$ cat src/rtl/gfp8_result_packer_if.sv
// Packed FP16 result word toward the result-BRAM writer.
// master drives the word and valid; slave drives ready.
interface gfp8_result_packer_if #(parameter int LANES = 4);
  logic [16*LANES-1:0] data;
  logic [LANES-1:0]    lane_mask;
  logic                last;
  logic                valid;
  logic                ready;

  modport master (output data, lane_mask, last, valid, input ready);
  modport slave  (input data, lane_mask, last, valid, output ready);
endinterface

$ cat src/rtl/gfp8_result_packer.sv
// BCV (mant, 2^exp) results -> FP16, LANES per word, FIFO out. Latency 3 cycles to push, +1 to valid.
// Input stream never stalls; output is valid/ready, a push into a full FIFO without a pop is dropped.
module sync_fifo #(
  parameter int W     = 8,
  parameter int DEPTH = 16
) (
  input  logic         i_clk,
  input  logic         i_reset_n,
  input  logic         i_push,
  input  logic [W-1:0] i_push_dat,
  output logic         o_push_rdy,
  output logic         o_pop_vld,
  output logic [W-1:0] o_pop_dat,
  input  logic         i_pop_rdy
);
  localparam int AW = $clog2(DEPTH);
  localparam logic [AW:0] FULL_CNT = (AW+1)'(DEPTH);

  logic [W-1:0]  r_mem [DEPTH];
  logic [AW-1:0] r_wr_ptr, r_rd_ptr;
  logic [AW:0]   r_cnt;
  logic          w_pop, w_wr;

  assign o_pop_vld  = (r_cnt != '0);
  assign o_pop_dat  = r_mem[r_rd_ptr];
  assign w_pop      = o_pop_vld && i_pop_rdy;
  // A pop in the same cycle frees the slot, so a full FIFO still accepts.
  assign o_push_rdy = (r_cnt != FULL_CNT) || w_pop;
  assign w_wr       = i_push && o_push_rdy;

  always_ff @(posedge i_clk) begin
    if (w_wr) r_mem[r_wr_ptr] <= i_push_dat;
  end

  always_ff @(posedge i_clk or negedge i_reset_n) begin
    if (!i_reset_n) begin
      r_wr_ptr <= '0;
      r_rd_ptr <= '0;
      r_cnt    <= '0;
    end else begin
      if (w_wr)  r_wr_ptr <= r_wr_ptr + AW'(1);
      if (w_pop) r_rd_ptr <= r_rd_ptr + AW'(1);
      case ({w_wr, w_pop})
        2'b10:   r_cnt <= r_cnt + (AW+1)'(1);
        2'b01:   r_cnt <= r_cnt - (AW+1)'(1);
        default: r_cnt <= r_cnt;
      endcase
    end
  end
endmodule

module gfp8_result_packer #(
  parameter int LANES      = 4,
  parameter int FIFO_DEPTH = 16
) (
  input  logic                       i_clk,
  input  logic                       i_reset_n,
  input  logic signed [31:0]         i_result_mantissa,
  input  logic signed [7:0]          i_result_exponent,
  input  logic                       i_result_valid,
  input  logic                       i_tile_done,
  input  logic                       i_clear_err,
  gfp8_result_packer_if.master       m_word,
  output logic [15:0]                o_tile_count,
  output logic                       o_overflow_err,
  output logic                       o_sat_flag
);
  localparam int PW = (LANES > 1) ? $clog2(LANES) : 1;
  localparam int WW = 16*LANES + LANES + 1;
  localparam logic [PW-1:0] LANE_MAX = PW'(LANES-1);

  // S1: sign, magnitude, MSB position
  logic [32:0]       w_mag;
  logic [4:0]        w_pos;
  logic              r_s1_vld, r_s1_done, r_s1_sign;
  logic [32:0]       r_s1_mag;
  logic [4:0]        r_s1_pos;
  logic signed [7:0] r_s1_exp;

  always_comb begin
    w_mag = i_result_mantissa[31] ? (33'd0 - {1'b1, i_result_mantissa})
                                  : {1'b0, i_result_mantissa};
    w_pos = '0;
    for (int i = 0; i < 32; i++) if (w_mag[i]) w_pos = i[4:0];
  end

  always_ff @(posedge i_clk or negedge i_reset_n) begin
    if (!i_reset_n) begin
      r_s1_vld <= 1'b0; r_s1_done <= 1'b0; r_s1_sign <= 1'b0;
      r_s1_mag <= '0;   r_s1_pos  <= '0;   r_s1_exp  <= '0;
    end else begin
      r_s1_vld  <= i_result_valid;
      r_s1_done <= i_tile_done;
      r_s1_sign <= i_result_mantissa[31];
      r_s1_mag  <= w_mag;
      r_s1_pos  <= w_pos;
      r_s1_exp  <= i_result_exponent;
    end
  end

  // S2: normalise so the leading one drops off bit 31, round to nearest-even
  logic [30:0]       w_norm;
  logic              w_rnd, w_zero, w_sat;
  logic [10:0]       w_frac_r;
  logic signed [9:0] w_e;
  logic [15:0]       w_fp;
  logic              r_s2_vld, r_s2_done;
  logic [15:0]       r_s2_fp;

  always_comb begin
    w_norm   = 31'(r_s1_mag[31:0] << (5'd31 - r_s1_pos));
    w_rnd    = w_norm[20] & ((|w_norm[19:0]) | w_norm[21]);
    w_frac_r = {1'b0, w_norm[30:21]} + {10'd0, w_rnd};
    w_e      = {5'd0, r_s1_pos} + {{2{r_s1_exp[7]}}, r_s1_exp} + 10'd15
             + {9'd0, w_frac_r[10]};
    w_zero   = (r_s1_mag == 33'd0);
    w_sat    = r_s1_vld && !w_zero && (w_e >= 10'sd31);
    if (w_zero || w_e <= 10'sd0) w_fp = 16'h0000;
    else if (w_e >= 10'sd31)     w_fp = {r_s1_sign, 15'h7BFF};
    else                         w_fp = {r_s1_sign, w_e[4:0], w_frac_r[9:0]};
  end

  always_ff @(posedge i_clk or negedge i_reset_n) begin
    if (!i_reset_n) begin
      r_s2_vld <= 1'b0; r_s2_done <= 1'b0; r_s2_fp <= '0;
    end else begin
      r_s2_vld  <= r_s1_vld;
      r_s2_done <= r_s1_done;
      r_s2_fp   <= w_fp;
    end
  end

  // Pack: accumulate lanes, emit on full word or tile end
  logic [16*LANES-1:0] r_acc, w_acc, r_pk_dat;
  logic [LANES-1:0]    w_mask, r_pk_mask;
  logic [PW-1:0]       r_ptr;
  logic [PW:0]         w_fill;
  logic                w_push, r_pk_vld, r_pk_last;

  always_comb begin
    w_acc = r_acc;
    for (int k = 0; k < LANES; k++)
      if (r_s2_vld && r_ptr == PW'(k)) w_acc[16*k +: 16] = r_s2_fp;
    w_fill = {1'b0, r_ptr} + {{PW{1'b0}}, r_s2_vld};
    for (int k = 0; k < LANES; k++) w_mask[k] = ((PW+1)'(k) < w_fill);
    w_push = r_s2_done || (r_s2_vld && r_ptr == LANE_MAX);
  end

  always_ff @(posedge i_clk or negedge i_reset_n) begin
    if (!i_reset_n) begin
      r_acc <= '0; r_ptr <= '0; r_pk_vld <= 1'b0;
      r_pk_dat <= '0; r_pk_mask <= '0; r_pk_last <= 1'b0;
    end else begin
      r_pk_vld <= w_push;
      if (w_push) begin
        r_pk_dat  <= w_acc;
        r_pk_mask <= w_mask;
        r_pk_last <= r_s2_done;
        r_acc     <= '0;
        r_ptr     <= '0;
      end else begin
        r_acc <= w_acc;
        if (r_s2_vld) r_ptr <= r_ptr + PW'(1);
      end
    end
  end

  logic          w_fifo_rdy, w_fifo_vld, w_drop;
  logic [WW-1:0] w_fifo_dat;

  sync_fifo #(.W(WW), .DEPTH(FIFO_DEPTH)) u_fifo (
    .i_clk      (i_clk),
    .i_reset_n  (i_reset_n),
    .i_push     (r_pk_vld),
    .i_push_dat ({r_pk_last, r_pk_mask, r_pk_dat}),
    .o_push_rdy (w_fifo_rdy),
    .o_pop_vld  (w_fifo_vld),
    .o_pop_dat  (w_fifo_dat),
    .i_pop_rdy  (m_word.ready)
  );

  assign w_drop           = r_pk_vld && !w_fifo_rdy;
  assign m_word.valid     = w_fifo_vld;
  assign m_word.data      = w_fifo_vld ? w_fifo_dat[16*LANES-1:0] : '0;
  assign m_word.lane_mask = w_fifo_vld ? w_fifo_dat[16*LANES +: LANES] : '0;
  assign m_word.last      = w_fifo_vld && w_fifo_dat[WW-1];

  // Count shows the done-cycle total for one cycle before restarting
  logic        r_cnt_clr;
  logic [15:0] w_cnt_base;
  assign w_cnt_base = r_cnt_clr ? 16'd0 : o_tile_count;

  always_ff @(posedge i_clk or negedge i_reset_n) begin
    if (!i_reset_n) begin
      o_tile_count   <= '0;
      r_cnt_clr      <= 1'b0;
      o_overflow_err <= 1'b0;
      o_sat_flag     <= 1'b0;
    end else begin
      r_cnt_clr <= i_tile_done;
      if (i_result_valid && w_cnt_base != 16'hFFFF) o_tile_count <= w_cnt_base + 16'd1;
      else                                          o_tile_count <= w_cnt_base;
      o_overflow_err <= w_drop | (o_overflow_err & ~i_clear_err);
      o_sat_flag     <= w_sat  | (o_sat_flag & ~i_clear_err);
    end
  end
endmodule

$ cat src/flat_wrapper.sv
// flat-port wrapper written by rule: the top's interface ports become plain ports
module gfp8_result_packer_flat 
#(
  parameter int LANES      = 4,
  parameter int FIFO_DEPTH = 16
)
  (i_clk, i_reset_n, i_result_mantissa, i_result_exponent, i_result_valid, i_tile_done, i_clear_err, o_tile_count, o_overflow_err, o_sat_flag, m_word_data, m_word_lane_mask, m_word_last, m_word_valid, m_word_ready);
  gfp8_result_packer_if #(.LANES(LANES)) m_word_i ();
  input  logic i_clk;
  input  logic i_reset_n;
  input  logic signed [31:0] i_result_mantissa;
  input  logic signed [7:0] i_result_exponent;
  input  logic i_result_valid;
  input  logic i_tile_done;
  input  logic i_clear_err;
  output logic [15:0] o_tile_count;
  output logic o_overflow_err;
  output logic o_sat_flag;
  output wire logic [$bits(m_word_i.data)-1:0] m_word_data;
  output wire logic [$bits(m_word_i.lane_mask)-1:0] m_word_lane_mask;
  output wire logic [$bits(m_word_i.last)-1:0] m_word_last;
  output wire logic [$bits(m_word_i.valid)-1:0] m_word_valid;
  input wire logic [$bits(m_word_i.ready)-1:0] m_word_ready;
  assign m_word_data = m_word_i.data;
  assign m_word_lane_mask = m_word_i.lane_mask;
  assign m_word_last = m_word_i.last;
  assign m_word_valid = m_word_i.valid;
  assign m_word_i.ready = m_word_ready;
  gfp8_result_packer #(.LANES(LANES), .FIFO_DEPTH(FIFO_DEPTH)) u_core (.i_clk(i_clk), .i_reset_n(i_reset_n), .i_result_mantissa(i_result_mantissa), .i_result_exponent(i_result_exponent), .i_result_valid(i_result_valid), .i_tile_done(i_tile_done), .i_clear_err(i_clear_err), .m_word(m_word_i), .o_tile_count(o_tile_count), .o_overflow_err(o_overflow_err), .o_sat_flag(o_sat_flag));
endmodule
$ cat config.mk
export PLATFORM = sky130hd
export DESIGN_NAME = gfp8_result_packer_flat
export DESIGN_NICKNAME = d
export VERILOG_FILES = /design/src/rtl/gfp8_result_packer_if.sv /design/src/rtl/gfp8_result_packer.sv /design/src/flat_wrapper.sv
export SDC_FILE = /design/constraint.sdc
export NUM_CORES = 2
export LEC_CHECK = 0
export ABC_AREA = 1
export CORE_ASPECT_RATIO = 1.1
export CORE_MARGIN = 2
export CORE_UTILIZATION = 53
export CTS_CLUSTER_DIAMETER = 100
export DETAILED_ROUTE_END_ITERATION = 10
export HOLD_SLACK_MARGIN = 0.02
export PLACE_DENSITY_LB_ADDON = 0.15
export SLEW_MARGIN = 10
export SYNTH_ARGS = -nofsm -noshare
export SYNTH_HDL_FRONTEND = slang
export SYNTH_SLANG_ARGS = --single-unit
$ cat constraint.sdc
create_clock -name i_clk -period 7.33 [get_ports i_clk]
set_clock_uncertainty 0.2 [all_clocks]
set_input_delay 1.0995 -clock i_clk [delete_from_list [all_inputs] [get_ports i_clk]]
set_output_delay 1.0995 -clock i_clk [all_outputs]
set_load 0.03 [all_outputs]
* Yosys cells after proc, flatten, opt, wreduce, memory -nomap -nowiden
Memory sizes are Yosys's and may differ from the RTL's.
Index checks and enable logic that the tools add are counted.
Widths: inputs -> output; s select.
** Operators by class
- Reductions and logical operators :: 22
- Bitwise gates (word level) :: 7
- Magnitude comparators :: 6
- Mux-type cells :: 48
- $add $sub $neg :: 13
- Shifts and indexed selects :: 1
- Eq/ne operators :: 7
** Operators by type and width (number)
- $mux 5 :: 30
- $mux 64 :: 2
- $mux 16 :: 7
- $logic_not 33->1 :: 1
- $mux 33 :: 1
- $sub 1x33->33 const A :: 1
- $shl 32x5->31 :: 1
- $reduce_or 20->1 :: 1
- $add 16x1->16 const B :: 1
- $ne 16x16->1 const B :: 1
- $mux 15 :: 1
- $add 10x1->11 :: 1
- $logic_and 1x1->1 :: 11
- $add 10x1->10 :: 1
- $add 10x4->10 const B :: 1
- $ge 10x6->1 const B :: 1
- $le 10x1->1 const B :: 1
- $pmux 5 s2 :: 1
- $add 6x8->9 :: 1
- $add 4x1->4 const B :: 2
- $eq 2x2->1 const B :: 3
- $lt 1x3->1 const A :: 2
- $lt 2x3->1 const A :: 2
- $add 5x1->5 const B :: 1
- other kinds (17) :: 29
** Storage, ports and cells
- Output and inout bits :: 88
- RAM bits :: 1104
- Memories :: 1
- Register bits :: 234
** Memories
- u_core.u_fifo.r_mem :: words 16, width 69, rd ports 1, clocked after memory_dff 0, write ports 1, RTL line gfp8_result_packer.sv:19 : logic [W-1:0] r_mem [DEPTH];

* Logic depth before layout (Yosys ltp)
- Depth after elaboration :: 33
- Mapped depth :: 35
- Gate-level depth less buffers :: 35

* Hierarchy
From an unflattened synthesis, not the netlist that was laid out.
** Unflattened totals
- Cell total of the unflattened synthesis :: 4811
- Area, all modules :: 55926.1 µm²
** Modules (own cells, without submodules)
- sync_fifo :: cells an instance 3326, area each 44137.3 µm², instances 1, sequential area each 33477.1 µm²
- gfp8_result_packer :: cells an instance 1485, area each 11788.8 µm², instances 1, sequential area each 5530.3 µm²

* Least setup slack after synthesis
No wires, ideal clock.
- Path kind :: input port to flip-flop
- Start :: in m_word_ready
- End :: mem u_core.u_fifo.r_mem[11][0] (netlist name), enable pin
- Stages :: 6
- Slack :: 1.813 ns
- Arrival :: 4.820 ns
- Data required time :: 6.633 ns
- Path through :: nand2_1 inv_1 nor2_1 nor2_1 nand2_1 nor2_1
** On the way
- Word-level cells in the longest chain between the ends :: 5
** Ends and longest elaborated chain
- start: declaration :: RTL line flat_wrapper.sv:23 : input wire logic [$bits(m_word_i.ready)-1:0] m_word_ready;
- $logic_and 1x1->1 :: RTL line gfp8_result_packer.sv:26 : assign w_pop = o_pop_vld && i_pop_rdy;
- via u_core.u_fifo.w_pop :: RTL line gfp8_result_packer.sv:22 : logic w_pop, w_wr;
- $logic_or 1x1->1 :: RTL line gfp8_result_packer.sv:28 : assign o_push_rdy = (r_cnt != FULL_CNT) || w_pop;
- $logic_and 1x1->1 :: RTL line gfp8_result_packer.sv:29 : assign w_wr = i_push && o_push_rdy;
- $mux 1 :: RTL line gfp8_result_packer.sv:32 : if (w_wr) r_mem[r_wr_ptr] <= i_push_dat;
- $mux 1 (not written as such) :: RTL line gfp8_result_packer.sv:32
- end: declaration :: RTL line gfp8_result_packer.sv:19
The timed path passes the listed nets, and every way through them passes these cells.

* Worst setup path after layout
- Start :: reg u_core.u_fifo.r_rd_ptr[0]
- End :: out m_word_data[38]
** On the way
- Word-level cells in the longest chain between the ends :: 2
** Ends and longest elaborated chain
- start: declaration :: RTL line gfp8_result_packer.sv:20 : logic [AW-1:0] r_wr_ptr, r_rd_ptr;
- start signal: assignment :: RTL line gfp8_result_packer.sv:42 : if (w_pop) r_rd_ptr <= r_rd_ptr + AW'(1);
- $mem_v2 16x69
- $mux 64 :: RTL line gfp8_result_packer.sv:184 : assign m_word.data = w_fifo_vld ? w_fifo_dat[16*LANES-1:0] : '0;
- end: declaration :: RTL line flat_wrapper.sv:19 : output wire logic [$bits(m_word_i.data)-1:0] m_word_data;
No other way between the ends.

==> results.toml <==
[placement]
place.gp.congestion = 0.816
port_buffers = 133
hpwl_um = 70500
placed_cells = 5635

[clock_network]
clk_pin_slew_ns = 0.06
insertion_delay_ns = 0.74
ctsResizeCount = 0
cts_hold_buffers = 0
cts_sinks = 1338
cts_tree = "done"
postCtsSetupBuffers = 0
cts_root_buf = "clkbuf_16"
ctsHtreeMaxLevel = 4
cts_inserted_buffers = 134
clockBufferDepth = 3

[worst_setup_path]
r2r-start = "u_core.r_s1_pos[1]$_DFF_PN0_"
worstSetupEndpointType = "output pin"
path_class = "register to output pin"
r2r_cells = 29
start_kind = "register"
crit_required_ns = 6.03
reg2reg_to = "u_core.r_s2_fp[9]$_DFF_PN0_"
r2r_slack_ns = 1.72
crit_arrival_ns = 4.86
path_max_fanout = 78

[routing]
drt_iter0_markers = 3326
met3_length_um = 9840
wl_met1_um = 56800
dr.pass1.iters = 6
highest_layer = "met4"
wire_per_inst_um = 23.7
routed_wl_um = 139000
ant_nets = 0
vias = 35000
drc = 0
dr_wl_met2_um = 69100
viasPerCell = 5.95

[power_and_ir_drop]
intPower_w = 0.0154
p_sw_w = 0.00896
combinationalPowerShare = 0.325
seq_power_share = 0.402
peakVddDrop_mv = 0.302
clkPwrFrac = 0.273
powerDensity_nw_per_um2 = 397
swShare = 0.368
p_leak_nw = 21.8

[global_route]
grt_max_degree = 165
grt_pass1_wl_um = 210000
overflow = 0
grt_pass1_vias = 34400
groute.usage.overall = 0.266
grt_antenna_before_repair = 1

[synth]
synth_cell_types = 54
yosys-top-cells-area = "edfxtp_1 (61%), dfrtp_1 (11%), o21ai_0 (6.3%)"
ys_seq_area_frac = 0.717
synth-edff-count = 1104
yosysWarnings = 0
synth_top_area_share = 0.610
synth_top_area_cell = "edfxtp_1"
ys.flop_type = "edfxtp_1"
yosysMostFrequentCell = "edfxtp_1"
avgSynthCellArea_um2 = 12.5
netlist_area_um2 = 54400
ys_ff_latch = 1338
synth_common_cells = "edfxtp_1 (1104), nor2_1 (717), o21ai_0 (682)"
synth_cells = 4366
async_flop_share = 0.175
synth_fp_nets = 4440

[run_status]
status = "complete, no violations"

[die]
design.portCount = 134
coreArea_um2 = 102000
die_x_um = 309
die-area_um2 = 105000
die_h_um = 340
rows = 123
initial_core_util = 0.533

[finish]
final-seq-area_um2 = 39000
syn_to_final_growth_pct = 12.9
final_cells = 5883
multi_input_area_um2 = 13700
layout.nets = 4470
layout-drive-gt1-share = 0.0675
n_fill_cell = 8055

[timing]
worst_pin_slew_ns = 1.21
setup_tns_ns = 0
setup_viol = 0
clock.fmax_ghz = 0.162
rsz0062_at_grt = "no"
period_minus_slack_ns = 6.16
slew_headroom = 0.189
min_period_over_period = 0.840
finalHoldViolations = 0
slew_viol_final = 0
timing.hold.ws_ns = 0.0727

[flow_run]
drv_cap = 0

[min_path]
hp-class = "input pin to async pin"
[power by group through the flow]
| stage | Sequential (W) | Combinational (W) | Clock [W] |
|---|---|---|---|
| 2_1_floorplan | 0.00956 | 0.00513 | 0 |
| 3_3_place_gp | 0.00990 | 0.00782 | 0 |
| 3_5_place_dp | 0.00992 | 0.00791 | 0 |
| 4_1_cts | 0.00976 | 0.00794 | 0.00675 |
| 5_1_grt | 0.00984 | 0.00856 | 0.00706 |
| 6_report | 0.00978 | 0.00791 | 0.00666 |
[worst max-delay path by stage]
| stage | startpoint | slack [ns] | to |
|---|---|---|---|
| floorplan | m_word_ready | 1.81 | u_core.u_fifo.r_mem[11][0]$_DFFE_PP_ |
| CTS | u_core.u_fifo.r_rd_ptr[0]$_DFFE_PN0P_ | 1.21 | m_word_data[46] |
| detailed placement | u_core.r_s1_pos[1]$_DFF_PN0_ | 1.80 | u_core.r_s2_fp[9]$_DFF_PN0_ |
| finish | u_core.u_fifo.r_rd_ptr[0]$_DFFE_PN0P_ | 1.17 | m_word_data[38] |
| global placement | u_core.r_s1_pos[1]$_DFF_PN0_ | 1.76 | u_core.r_s2_fp[9]$_DFF_PN0_ |
| global route | u_core.u_fifo.r_rd_ptr[0]$_DFFE_PN0P_ | 0.99 | m_word_data[38] |
[cell type report]
class / count / share of cell area
diodes: 1 / 0.0000408
repair buffers: 187 / 0.0321
multi-input cells: 2561 / 0.223
clock buffers: 191 / 0.0617
inverters: 174 / 0.0111
well taps: 1375 / 0.0280
clock inverters: 56 / 0.00789
flip-flops and latches: 1338 / 0.636
[metrics by stage]
stage / instance area [µm²] / power [W] / utilization / setup WS [ns]
2_1_floorplan: 54400 / 0.0147 / - / 1.81
3_3_place_gp: 57100 / 0.0177 / 0.559 / 1.76
3_5_place_dp: 57100 / 0.0178 / 0.559 / 1.80
4_1_cts: 61400 / 0.0245 / 0.601 / 1.21
5_1_grt: 61400 / 0.0255 / 0.601 / 0.987
6_report: 61400 / 0.0243 / 0.601 / 1.17
[per-layer routing]
layer,global-route usage,vias to the layer above
met5,0,-
met4,0.0836,0
met2,0.451,1322
met3,0.0423,237
li1,-,16000
met1,0.355,17400
[layout by cell type, fill, tap and decap left out, drive strengths merged, types with 83 or more instances in the layout]
cell type / count
nand3: 124
nor2: 720
clkdlybuf4s50: 132
edfxtp: 1104
nand2: 320
dfrtp: 234
o21ai: 694
o221ai: 193
inv: 179
clkbuf: 191
a21oi: 103
o211ai: 89
o22ai: 83
[cell families after synthesis]
logic type	Yosys count	synth area share
XOR/XNOR	63	0.0107
adder cells (fa/ha/maj)	28	0.00672
AO/OA/AOI/OAI	1177	0.129
multiplexers	66	0.0122
AND/OR/NAND/NOR	1226	0.0911
flip-flops	1338	0.717
buffers and inverters	467	0.0330
other	1	0.0000690
[flip-flops by register name, summed over array words and instances (netlist names), 4 cells and up]
name                    cells
u_core.r_s1_exp             8
u_core.r_s1_mag            33
u_core.r_s2_fp             16
u_core.r_acc               64
u_core.u_fifo.r_mem      1104
u_core.r_s1_pos             5
u_core.u_fifo.r_wr_ptr      4
u_core.r_pk_dat            64
u_core.r_pk_mask            4
u_core.u_fifo.r_cnt         5
u_core.o_tile_count        16
u_core.u_fifo.r_rd_ptr      4
[worst max-delay path: stages (launching register included)]
cell,delay (ns)
dfrtp_4,0.80
buf_4,0.62
buf_4,0.73
o21ai_0,0.21
o221ai_1,0.21
nand3_1,0.12
a21oi_1,0.52
clkdlybuf4s50_1,0.79
(Power assumes the default switching activity.)
